--- src/rtl/vga_pkg.sv ---
// Shared timing defaults, axis-total helpers and test-pattern colours for the VGA raster
// generator and its helpers.
package vga_pkg;

    // 640x480@60 defaults
    localparam int unsigned DEF_H_ACTIVE = 640;
    localparam int unsigned DEF_H_FRONT  = 16;
    localparam int unsigned DEF_H_SYNC   = 96;
    localparam int unsigned DEF_H_BACK   = 48;
    localparam int unsigned DEF_V_ACTIVE = 480;
    localparam int unsigned DEF_V_FRONT  = 10;
    localparam int unsigned DEF_V_SYNC   = 2;
    localparam int unsigned DEF_V_BACK   = 33;

    // RRRGGGBB bar colours
    localparam logic [7:0] RGB_WHITE   = 8'hFF;
    localparam logic [7:0] RGB_YELLOW  = 8'hFC;
    localparam logic [7:0] RGB_CYAN    = 8'h1F;
    localparam logic [7:0] RGB_GREEN   = 8'h1C;
    localparam logic [7:0] RGB_MAGENTA = 8'hE3;
    localparam logic [7:0] RGB_RED     = 8'hE0;
    localparam logic [7:0] RGB_BLUE    = 8'h03;
    localparam logic [7:0] RGB_BLACK   = 8'h00;

    function automatic int unsigned axis_total(input int unsigned active, input int unsigned front,
                                               input int unsigned sync, input int unsigned back);
        return active + front + sync + back;
    endfunction

    // Bits needed to hold the values 0..value-1.
    function automatic int unsigned clog2(input int unsigned value);
        int unsigned bits;
        bits = 0;
        for (int i = 0; i < 32; i++) begin
            if ((64'd1 << i) < 64'(value)) bits = 32'(i + 1);
        end
        return bits;
    endfunction

    function automatic logic [7:0] bar_colour(input int unsigned idx);
        case (idx)
            0:       return RGB_WHITE;
            1:       return RGB_YELLOW;
            2:       return RGB_CYAN;
            3:       return RGB_GREEN;
            4:       return RGB_MAGENTA;
            5:       return RGB_RED;
            6:       return RGB_BLUE;
            default: return RGB_BLACK;
        endcase
    endfunction

endpackage

--- src/rtl/vga_axis_counter.sv ---
// One raster axis: enabled wrap counter with terminal-count flag, plus active and sync-window
// decodes of the next count so the parent can register them in step with the counter.
module vga_axis_counter
    import vga_pkg::*;
#(
    parameter int unsigned W          = 10,
    parameter int unsigned TOTAL      = 800,
    parameter int unsigned ACTIVE     = 640,
    parameter int unsigned SYNC_START = 656,
    parameter int unsigned SYNC_LEN   = 96
) (
    input  logic         clk_i,
    input  logic         rst_ni,
    input  logic         en_i,
    output logic [W-1:0] count_o,
    output logic [W-1:0] count_next_o,
    output logic         tc_o,
    output logic         active_next_o,
    output logic         sync_next_o
);

    localparam logic [W-1:0] LAST = W'(TOTAL - 1);

    logic [W-1:0] count_q, count_d;

    assign tc_o = (count_q == LAST);

    always_comb begin
        count_d = count_q;
        if (en_i) begin
            count_d = tc_o ? '0 : count_q + W'(1);
        end
    end

    // Reset parks on the last count so the first enable lands on 0.
    always_ff @(posedge clk_i or negedge rst_ni) begin
        if (!rst_ni) begin
            count_q <= LAST;
        end else begin
            count_q <= count_d;
        end
    end

    assign count_o       = count_q;
    assign count_next_o  = count_d;
    assign active_next_o = (32'(count_d) < ACTIVE);
    assign sync_next_o   = (32'(count_d) >= SYNC_START) && (32'(count_d) < SYNC_START + SYNC_LEN);

endmodule

--- src/rtl/vga_timing_gen.sv ---
// Parametrised VGA raster timing generator advancing on a pixel-enable qualifier.
// Define VGA_TEST_PATTERN_EN to add the out_rgb colour-bar test pattern.
module vga_timing_gen
    import vga_pkg::*;
#(
    parameter int unsigned H_ACTIVE  = DEF_H_ACTIVE,
    parameter int unsigned H_FRONT   = DEF_H_FRONT,
    parameter int unsigned H_SYNC    = DEF_H_SYNC,
    parameter int unsigned H_BACK    = DEF_H_BACK,
    parameter int unsigned V_ACTIVE  = DEF_V_ACTIVE,
    parameter int unsigned V_FRONT   = DEF_V_FRONT,
    parameter int unsigned V_SYNC    = DEF_V_SYNC,
    parameter int unsigned V_BACK    = DEF_V_BACK,
    parameter bit          HSYNC_POL = 1'b0,
    parameter bit          VSYNC_POL = 1'b0,
    parameter int unsigned X_W       = 10,
    parameter int unsigned Y_W       = 10
) (
    input  logic           in_VGA_clock,
    input  logic           in_reset_n,
    input  logic           in_pixel_en,
    output logic [X_W-1:0] out_pixelX,
    output logic [Y_W-1:0] out_pixelY,
    output logic [X_W-1:0] out_hCount,
    output logic [Y_W-1:0] out_vCount,
    output logic           out_hSync,
    output logic           out_vSync,
    output logic           out_active,
    output logic           out_lineStart,
    output logic           out_frameStart
`ifdef VGA_TEST_PATTERN_EN
    ,
    output logic [7:0]     out_rgb
`endif
);

    localparam int unsigned H_TOTAL = axis_total(H_ACTIVE, H_FRONT, H_SYNC, H_BACK);
    localparam int unsigned V_TOTAL = axis_total(V_ACTIVE, V_FRONT, V_SYNC, V_BACK);

    if (X_W < clog2(H_TOTAL) || Y_W < clog2(V_TOTAL)) begin : g_width_check
        $error("vga_timing_gen: X_W/Y_W too narrow for the configured totals");
    end

    logic [X_W-1:0] h_next;
    logic [Y_W-1:0] v_next;
    logic h_tc, v_tc, h_act_d, v_act_d, h_sync_d, v_sync_d;
    logic active_d, line_d, frame_d;

    logic [X_W-1:0] pix_x_q;
    logic [Y_W-1:0] pix_y_q;
    logic hsync_q, vsync_q, active_q, line_q, frame_q;

    vga_axis_counter #(
        .W          (X_W),
        .TOTAL      (H_TOTAL),
        .ACTIVE     (H_ACTIVE),
        .SYNC_START (H_ACTIVE + H_FRONT),
        .SYNC_LEN   (H_SYNC)
    ) u_h_counter (
        .clk_i         (in_VGA_clock),
        .rst_ni        (in_reset_n),
        .en_i          (in_pixel_en),
        .count_o       (out_hCount),
        .count_next_o  (h_next),
        .tc_o          (h_tc),
        .active_next_o (h_act_d),
        .sync_next_o   (h_sync_d)
    );

    vga_axis_counter #(
        .W          (Y_W),
        .TOTAL      (V_TOTAL),
        .ACTIVE     (V_ACTIVE),
        .SYNC_START (V_ACTIVE + V_FRONT),
        .SYNC_LEN   (V_SYNC)
    ) u_v_counter (
        .clk_i         (in_VGA_clock),
        .rst_ni        (in_reset_n),
        .en_i          (in_pixel_en & h_tc),
        .count_o       (out_vCount),
        .count_next_o  (v_next),
        .tc_o          (v_tc),
        .active_next_o (v_act_d),
        .sync_next_o   (v_sync_d)
    );

    assign active_d = h_act_d & v_act_d;
    assign line_d   = in_pixel_en & h_tc;
    assign frame_d  = line_d & v_tc;

    // Everything registers from the next counts, so outputs line up with out_hCount/out_vCount.
    always_ff @(posedge in_VGA_clock or negedge in_reset_n) begin
        if (!in_reset_n) begin
            hsync_q  <= ~HSYNC_POL;
            vsync_q  <= ~VSYNC_POL;
            active_q <= 1'b0;
            pix_x_q  <= '0;
            pix_y_q  <= '0;
            line_q   <= 1'b0;
            frame_q  <= 1'b0;
        end else begin
            hsync_q  <= h_sync_d ? HSYNC_POL : ~HSYNC_POL;
            vsync_q  <= v_sync_d ? VSYNC_POL : ~VSYNC_POL;
            active_q <= active_d;
            pix_x_q  <= active_d ? h_next : '0;
            pix_y_q  <= active_d ? v_next : '0;
            line_q   <= line_d;
            frame_q  <= frame_d;
        end
    end

    assign out_hSync      = hsync_q;
    assign out_vSync      = vsync_q;
    assign out_active     = active_q;
    assign out_pixelX     = pix_x_q;
    assign out_pixelY     = pix_y_q;
    assign out_lineStart  = line_q;
    assign out_frameStart = frame_q;

`ifdef VGA_TEST_PATTERN_EN
    localparam int unsigned BAR_W = H_ACTIVE / 8;

    logic [7:0] rgb_d, rgb_q;

    // Columns past the eighth bar fall through to black.
    always_comb begin
        rgb_d = RGB_BLACK;
        for (int unsigned i = 0; i < 8; i++) begin
            if (32'(h_next) >= i * BAR_W && 32'(h_next) < (i + 1) * BAR_W) begin
                rgb_d = bar_colour(i);
            end
        end
        if (!active_d) rgb_d = '0;
    end

    always_ff @(posedge in_VGA_clock or negedge in_reset_n) begin
        if (!in_reset_n) begin
            rgb_q <= '0;
        end else begin
            rgb_q <= rgb_d;
        end
    end

    assign out_rgb = rgb_q;
`endif

endmodule

--- config.mk ---
export PLATFORM = sky130hd
export DESIGN_NAME = vga_timing_gen
export DESIGN_NICKNAME = d
export VERILOG_FILES = /design/src/rtl/vga_pkg.sv /design/src/rtl/vga_axis_counter.sv /design/src/rtl/vga_timing_gen.sv
export SDC_FILE = /design/constraint.sdc
export NUM_CORES = 1
export LEC_CHECK = 0
export CAP_MARGIN = 5
export CORE_MARGIN = 8
export CORE_UTILIZATION = 30
export CTS_BUF_LIST = sky130_fd_sc_hd__clkbuf_4 sky130_fd_sc_hd__clkbuf_8
export DETAILED_ROUTE_END_ITERATION = 8
export GPL_TIMING_DRIVEN = 0
export REMOVE_ABC_BUFFERS = 1
export SYNTH_ARGS = -nofsm -noshare
export SYNTH_HDL_FRONTEND = slang
export SYNTH_SLANG_ARGS = --single-unit
--- constraint.sdc ---
create_clock -name in_VGA_clock -period 5.3 [get_ports in_VGA_clock]
set_input_delay 1.06 -clock in_VGA_clock [delete_from_list [all_inputs] [get_ports in_VGA_clock]]
set_output_delay 1.06 -clock in_VGA_clock [all_outputs]
set_load 0.03 [all_outputs]
Yosys cells after proc, flatten, opt, wreduce, memory -nomap -nowiden
Cells that the tools add are included.
{"block": "op_classes", "add_sub_neg": 2, "mul": 0, "div_mod_pow": 0, "magnitude_cmp": 6, "n_eq_ne": 2, "shifts": 0, "muxes": 8, "bitwise": 3, "n_reduce_logical": 2}
{"op": "10-bit 2-to-1 mux", "n": 6}
{"op": "10-bit by 1-bit adder with 10-bit output, second input constant", "n": 2}
{"op": "10-bit == test, second input constant", "n": 2}
{"op": "10-bit < comparator, second input constant", "n": 2}
{"op": "10-bit by 9-bit < comparator with 1-bit output, second input constant", "n": 2}
{"op": "10-bit greater-or-equal comparator, second input constant", "n": 1}
{"op": "10-bit by 9-bit greater-or-equal comparator with 1-bit output, second input constant", "n": 1}
{"op": "1-bit AND", "n": 3}
{"op": "1-bit logical AND", "n": 2}
{"op": "1-bit 2-to-1 mux", "n": 2}
{"block": "word_totals", "reg_bits": 45, "latchBits": 0, "ram_bits": 0, "mem_bits_ro": 0, "inputBits": 3, "out_inout_bits": 45, "wordCells": 32, "mem_count": 0}

Logic depth before layout (Yosys ltp)
{"block": "depth", "ltp_word": 6, "depth_mapped": 10, "ltp_nobuf": 8}

Modules after synthesis
A second synthesis with hierarchy kept.
{"block": "hier_totals", "hier_cells": 180, "area_unflattened_um2": 2064.5}
{"module": "vga_timing_gen", "instances": 1, "cells_per_inst": 54, "area_each_um2": 813.3, "seq_area_each_um2": 628.1}
{"module": "vga_axis_counter (u_v_counter)", "instances": 1, "cells_per_inst": 69, "area_each_um2": 668.1, "seq_area_each_um2": 254.0}
{"module": "vga_axis_counter (u_h_counter)", "instances": 1, "cells_per_inst": 57, "area_each_um2": 583.1, "seq_area_each_um2": 259.0}

Least setup slack after synthesis
No wires, ideal clock.
{"block": "synth_timing", "path_type": "in2reg", "from": "input in_pixel_en", "to": "register vsync_q (netlist: out_vSync)", "setup_ns": 0.088, "t_arrival_ns": 3.210, "required_ns": 5.212, "path_slack_ns": 2.002, "cell_stages": 8, "path_buffers": 1, "cell_sequence": "buf_4 > or4b_4 > or3_1 > inv_2 > nand4_1 > xor2_1 > or4_1 > or3_1"}
{"block": "synth_via", "elab_chain_len": 5, "elab_cells_between_ends": 6, "classes_between": "order compare: 2; mux: 2; bitwise: 1; reduce/logical: 1"}
{"element": "start: declaration", "line_no": "vga_timing_gen.sv:21", "rtl": "input logic in_pixel_en,"}
{"element": "1-bit AND *", "line_no": "vga_timing_gen.sv:79", "rtl": ".en_i (in_pixel_en & h_tc),"}
{"element": "10-bit 2-to-1 mux *", "line_no": "vga_axis_counter.sv:30", "rtl": "if (en_i) begin"}
{"element": "10-bit by 9-bit greater-or-equal comparator with 1-bit output / 10-bit by 9-bit < comparator with 1-bit output (equally long branches)", "line_no": "vga_axis_counter.sv:47", "rtl": "assign sync_next_o = (32'(count_d) >= SYNC_START) && (32'(count_d) < SYNC_START + SYNC_LEN);"}
{"element": "1-bit logical AND *", "line_no": "vga_axis_counter.sv:47"}
{"element": "1-bit 2-to-1 mux *", "line_no": "vga_timing_gen.sv:103", "rtl": "vsync_q <= v_sync_d ? VSYNC_POL : ~VSYNC_POL;"}
{"element": "end signal: assignment", "line_no": "vga_timing_gen.sv:95", "rtl": "vsync_q <= ~VSYNC_POL;"}
{"element": "end signal: assignment", "line_no": "vga_timing_gen.sv:103"}
{"element": "end: declaration", "line_no": "vga_timing_gen.sv:51", "rtl": "logic hsync_q, vsync_q, active_q, line_q, frame_q;"}
Every way passes the cells marked *; elsewhere a longest branch is shown, timed or not.

Worst setup path in the final report
{"block": "layout_timing", "from": "input in_pixel_en", "to": "register pix_y_q[4] (netlist: out_pixelY[4])"}
{"block": "layout_via", "elab_chain_len": 5, "elab_cells_between_ends": 7, "classes_between": "order compare: 2; mux: 3; bitwise: 2"}
{"element": "1-bit AND", "line_no": "vga_timing_gen.sv:79"}
{"element": "10-bit 2-to-1 mux", "line_no": "vga_axis_counter.sv:30"}
{"element": "10-bit by 9-bit < comparator with 1-bit output", "line_no": "vga_axis_counter.sv:46", "rtl": "assign active_next_o = (32'(count_d) < ACTIVE);"}
{"element": "1-bit AND", "line_no": "vga_timing_gen.sv:87", "rtl": "assign active_d = h_act_d & v_act_d;"}
{"element": "10-bit 2-to-1 mux *", "line_no": "vga_timing_gen.sv:106", "rtl": "pix_y_q <= active_d ? v_next : '0;"}
{"element": "end signal: assignment", "line_no": "vga_timing_gen.sv:106"}
{"element": "end: declaration", "line_no": "vga_timing_gen.sv:50", "rtl": "logic [Y_W-1:0] pix_y_q;"}
Marked as above.

==> metrics.md <==
| Metric | Value |
|---|---|
| CP endpoint kind | `register` |
| Power density cells | `335 mW/mm2` |
| Initial DRC count | `21` |
| DP HPWL | `3350 um` |
| Power Total | `0.877 mW` |
| Fmax | `233 MHz` |
| DRT antenna net count | `0` |
| Die Wd | `96.9 um` |
| Clk_lat worst skew | `0.29 ns` |
| Required @ worst endpoint | `5.43 ns` |
| Share of Yosys cell area claimed by the top area cell type | `42.1%` |
| Total GRT Usage | `10.0%` |
| Cts hold-fix bufs | `0` |
| RSZ-0062 raised after global routing | `no` |
| Mean Syn Cell Area | `11.3 um2` |
| Routed len/inst | `14.9 um` |
| Worst Setup Start Kind | `primary input` |
| GRT Residual Overflow | `0` |
| Sequential area share after synthesis | `roughly three fifths` |
| Largest stage delay, worst path | `0.98 ns` |
| Fin crit share | `81.0%` |
| Final nets | `230` |
| Port bufs | `47` |
| Post-CTS Setup Inserts | `0` |
| Routed wire length | `4510 um` |
| Die height | `~97 um` |
| Yosys top cell by area | `dfrtp_1` |
| Clock sink total | `45` |
| Antenna diodes | `0` |
| CP arrival | `4.42 ns` |
| Cells after Synth | `around 170` |
| Vias in the first global route | `1,498` |
| Worst Tran Pin Value | `approximately 1.1 ns` |
| Yosys reg bits | `45` |
| Die Area | `0.00938 mm2` |
| Num ports | `48` |
| Pre-CTS setup slack | `roughly 0.57 ns` |
| Crit-path leading delay family | `simple AND/OR/NAND/NOR gates` |
| Hold Fails Final Rpt | `0` |
| Cell count after placement | `about 290` |
| Pre-antenna DRT Iters | `4` |
| Layout cells sized above 1 | `12.9%` |
| Final cell count without fillers | `roughly 300` |
| PostCTS Resize Cnt | `0` |
| Status | `finished, final reports clean` |
| Max cap viols | `0` |
| DRC violations left | `0` |
| Clock transition at path regs | `0.08 ns` |
| Clk buf depth | `2` |
| Root Buffer | `clkbuf_8` |
| Layout overhead on the synthesized area | `33.2%` |
| Setup slack of the critical path after layout | `1.01 ns` |
| Crit Path Class | `primary input to register` |
| Largest net degree at the start of global routing | `24` |
| Floorplan row count | `29` |
| Hold slack final | `0.535 ns` |
| Async S/R FF share, synth | `100%` |
| Setup violations, final | `0` |
| CTS tree | `built` |
| H-tree levels | `2` |
| Starting Density | `30.9%` |
| Critical path buffer and inverter count | `2` |
| Rel. slew slack | `25.8%` |
| Placer Congestion | `0.829` |
| First-pass GRT wire length | `7660 um` |
| Worst hold path class | `register to register` |
| Ys Warns | `0` |
| Core area | `0.00635 mm2` |
| Number of distinct library cells after synthesis | `39` |
| Dominant synthesized flop cell | `dfrtp_1` |
| Largest cells by area after synthesis | `dfrtp_1 (42%), dfstp_2 (16%), nor2b_1 (3.2%), xnor2_1 (3.1%), nor2_1 (2.9%)` |
| Total number of vias | `between 1,000 and 1,500` |
| Crit path max-delay cell type | `o41ai_4` |
| Initial antenna violation count | `0` |
| EDFF count, synth | `0` |
| Worst clock skew | `0.00470 ns` |
| Crit path cell chain | `clkdlybuf4s50_1, or4b_4, or3_1, inv_2, nand4_1, xor2_1, o41ai_4, nor2b_1` |
| Static Leakage | `1.16 nW` |
| Setup TNS Final | `0 ns` |
| Final Max Slew Viols | `0` |
| TritonCTS Buffers | `5` |
| CP max FO | `19` |
| Mapped Area | `around 0.0020 mm2` |
| Vias/cell | `4.74` |
| Worst vdd ir | `0.258 mV` |
| Post-layout min period | `4.29 ns` |
power by group:
part           internal (mW)  switching [mW]  total, mW  leakage [nW]
registers              0.392          0.0358      0.428         0.561
clock network          0.109           0.109      0.218        0.0498
logic                 0.0951           0.135      0.230         0.546
total                  0.597           0.280      0.877          1.16
metal layers:
metal	vias up	part of all wire, %	track usage [%]
met2	32	47	15.7
li1	706	-	-
met1	691	45	11.9
met5	-	0	0
met3	2	7.0	4.84
met4	0	0.62	2.84
cell families after synthesis:
group           synth area share (%)
other cells                    0.191
fa+ha+maj                       1.91
flops                           58.2
compound gates                  7.97
mux                             1.53
xor+xnor                        5.36
simple gates                    21.3
buf+inv                         3.57
worst reg2reg max path, stage by stage (launching register included):
cell,delay [ns]
dfrtp_1,0.46
or4b_4,0.57
or3_1,0.49
inv_2,0.25
nand4_1,0.15
xor2_1,0.23
o41ai_4,0.98
nor2b_1,0.13
placed cells by master (no fill, tap or decap), types with 5 or more instances in the layout:
cell,synthesis,layout
clkbuf_8,0,5
dfstp_2,12,12
nor3_1,5,5
clkdlybuf4s50_1,0,46
nand2_1,11,11
o21ai_0,5,5
xor2_1,5,5
nand3_1,7,7
nor2b_1,10,10
inv_1,10,10
nand4_1,7,7
nor2_1,15,15
dfrtp_1,33,33
xnor2_1,7,7
path summary, 6_finish.rpt:
| path | start | end | slack [ns] | cells after the start |
|---|---|---|---|---|
| min in group asynchronous | in_reset_n | out_pixelY[0] | 0.75 | 1 |
| min | u_h_counter.count_o[0] | u_h_counter.count_o[0] | 0.54 | 1 |
| max | in_pixel_en | out_pixelY[4] | 1.01 | 8 |
| max reg2reg | u_h_counter.count_o[5] | out_pixelY[4] | 1.87 | 7 |
| min reg2reg | u_h_counter.count_o[0] | u_h_counter.count_o[0] | 0.54 | 1 |
| max in group asynchronous | in_reset_n | u_h_counter.count_o[9] | 3.98 | 2 |
synth_stat cells, types with 2 or more instances:
cell     instances
mux2i_1          3
nor3_1           5
o21ai_0          5
or4_1            2
a31oi_1          2
xnor2_1          7
o31ai_1          2
nand2_1         11
nand4_1          7
and4_1           4
a21oi_1          3
dfstp_2         12
a21o_1           2
or3_1            3
dfrtp_1         33
nor3b_1          2
nor2b_1         10
buf_4            2
xor2_1           5
buf_2            2
nand3_1          7
ha_1             3
and3_1           3
inv_1           10
nor2_1          15
through the flow:
stage          utilization [%]  area, um2
2_1_floorplan                -       1930
6_report                  41.2       2610
3_5_place_dp              39.7       2520
3_3_place_gp              39.4       2500
4_1_cts                   41.2       2610
5_1_grt                   41.2       2610
state kept, by name, indices dropped and copies added (netlist names):
signal / flops
u_v_counter.count_o: 10
out_pixelY: 10
out_lineStart: 1
out_active: 1
out_hSync: 1
u_h_counter.count_o: 10
out_pixelX: 10
out_frameStart: 1
out_vSync: 1
layout make-up:
class                   count  area (um2)
clock buffers               8        91.3
fillers                   624        3740
inverters                  11        41.3
multi-input cells         113         751
flip-flops and latches     45        1140
well taps                  77        96.3
repair buffers             48         493
No activity file was read; power rests on OpenSTA's default activity.
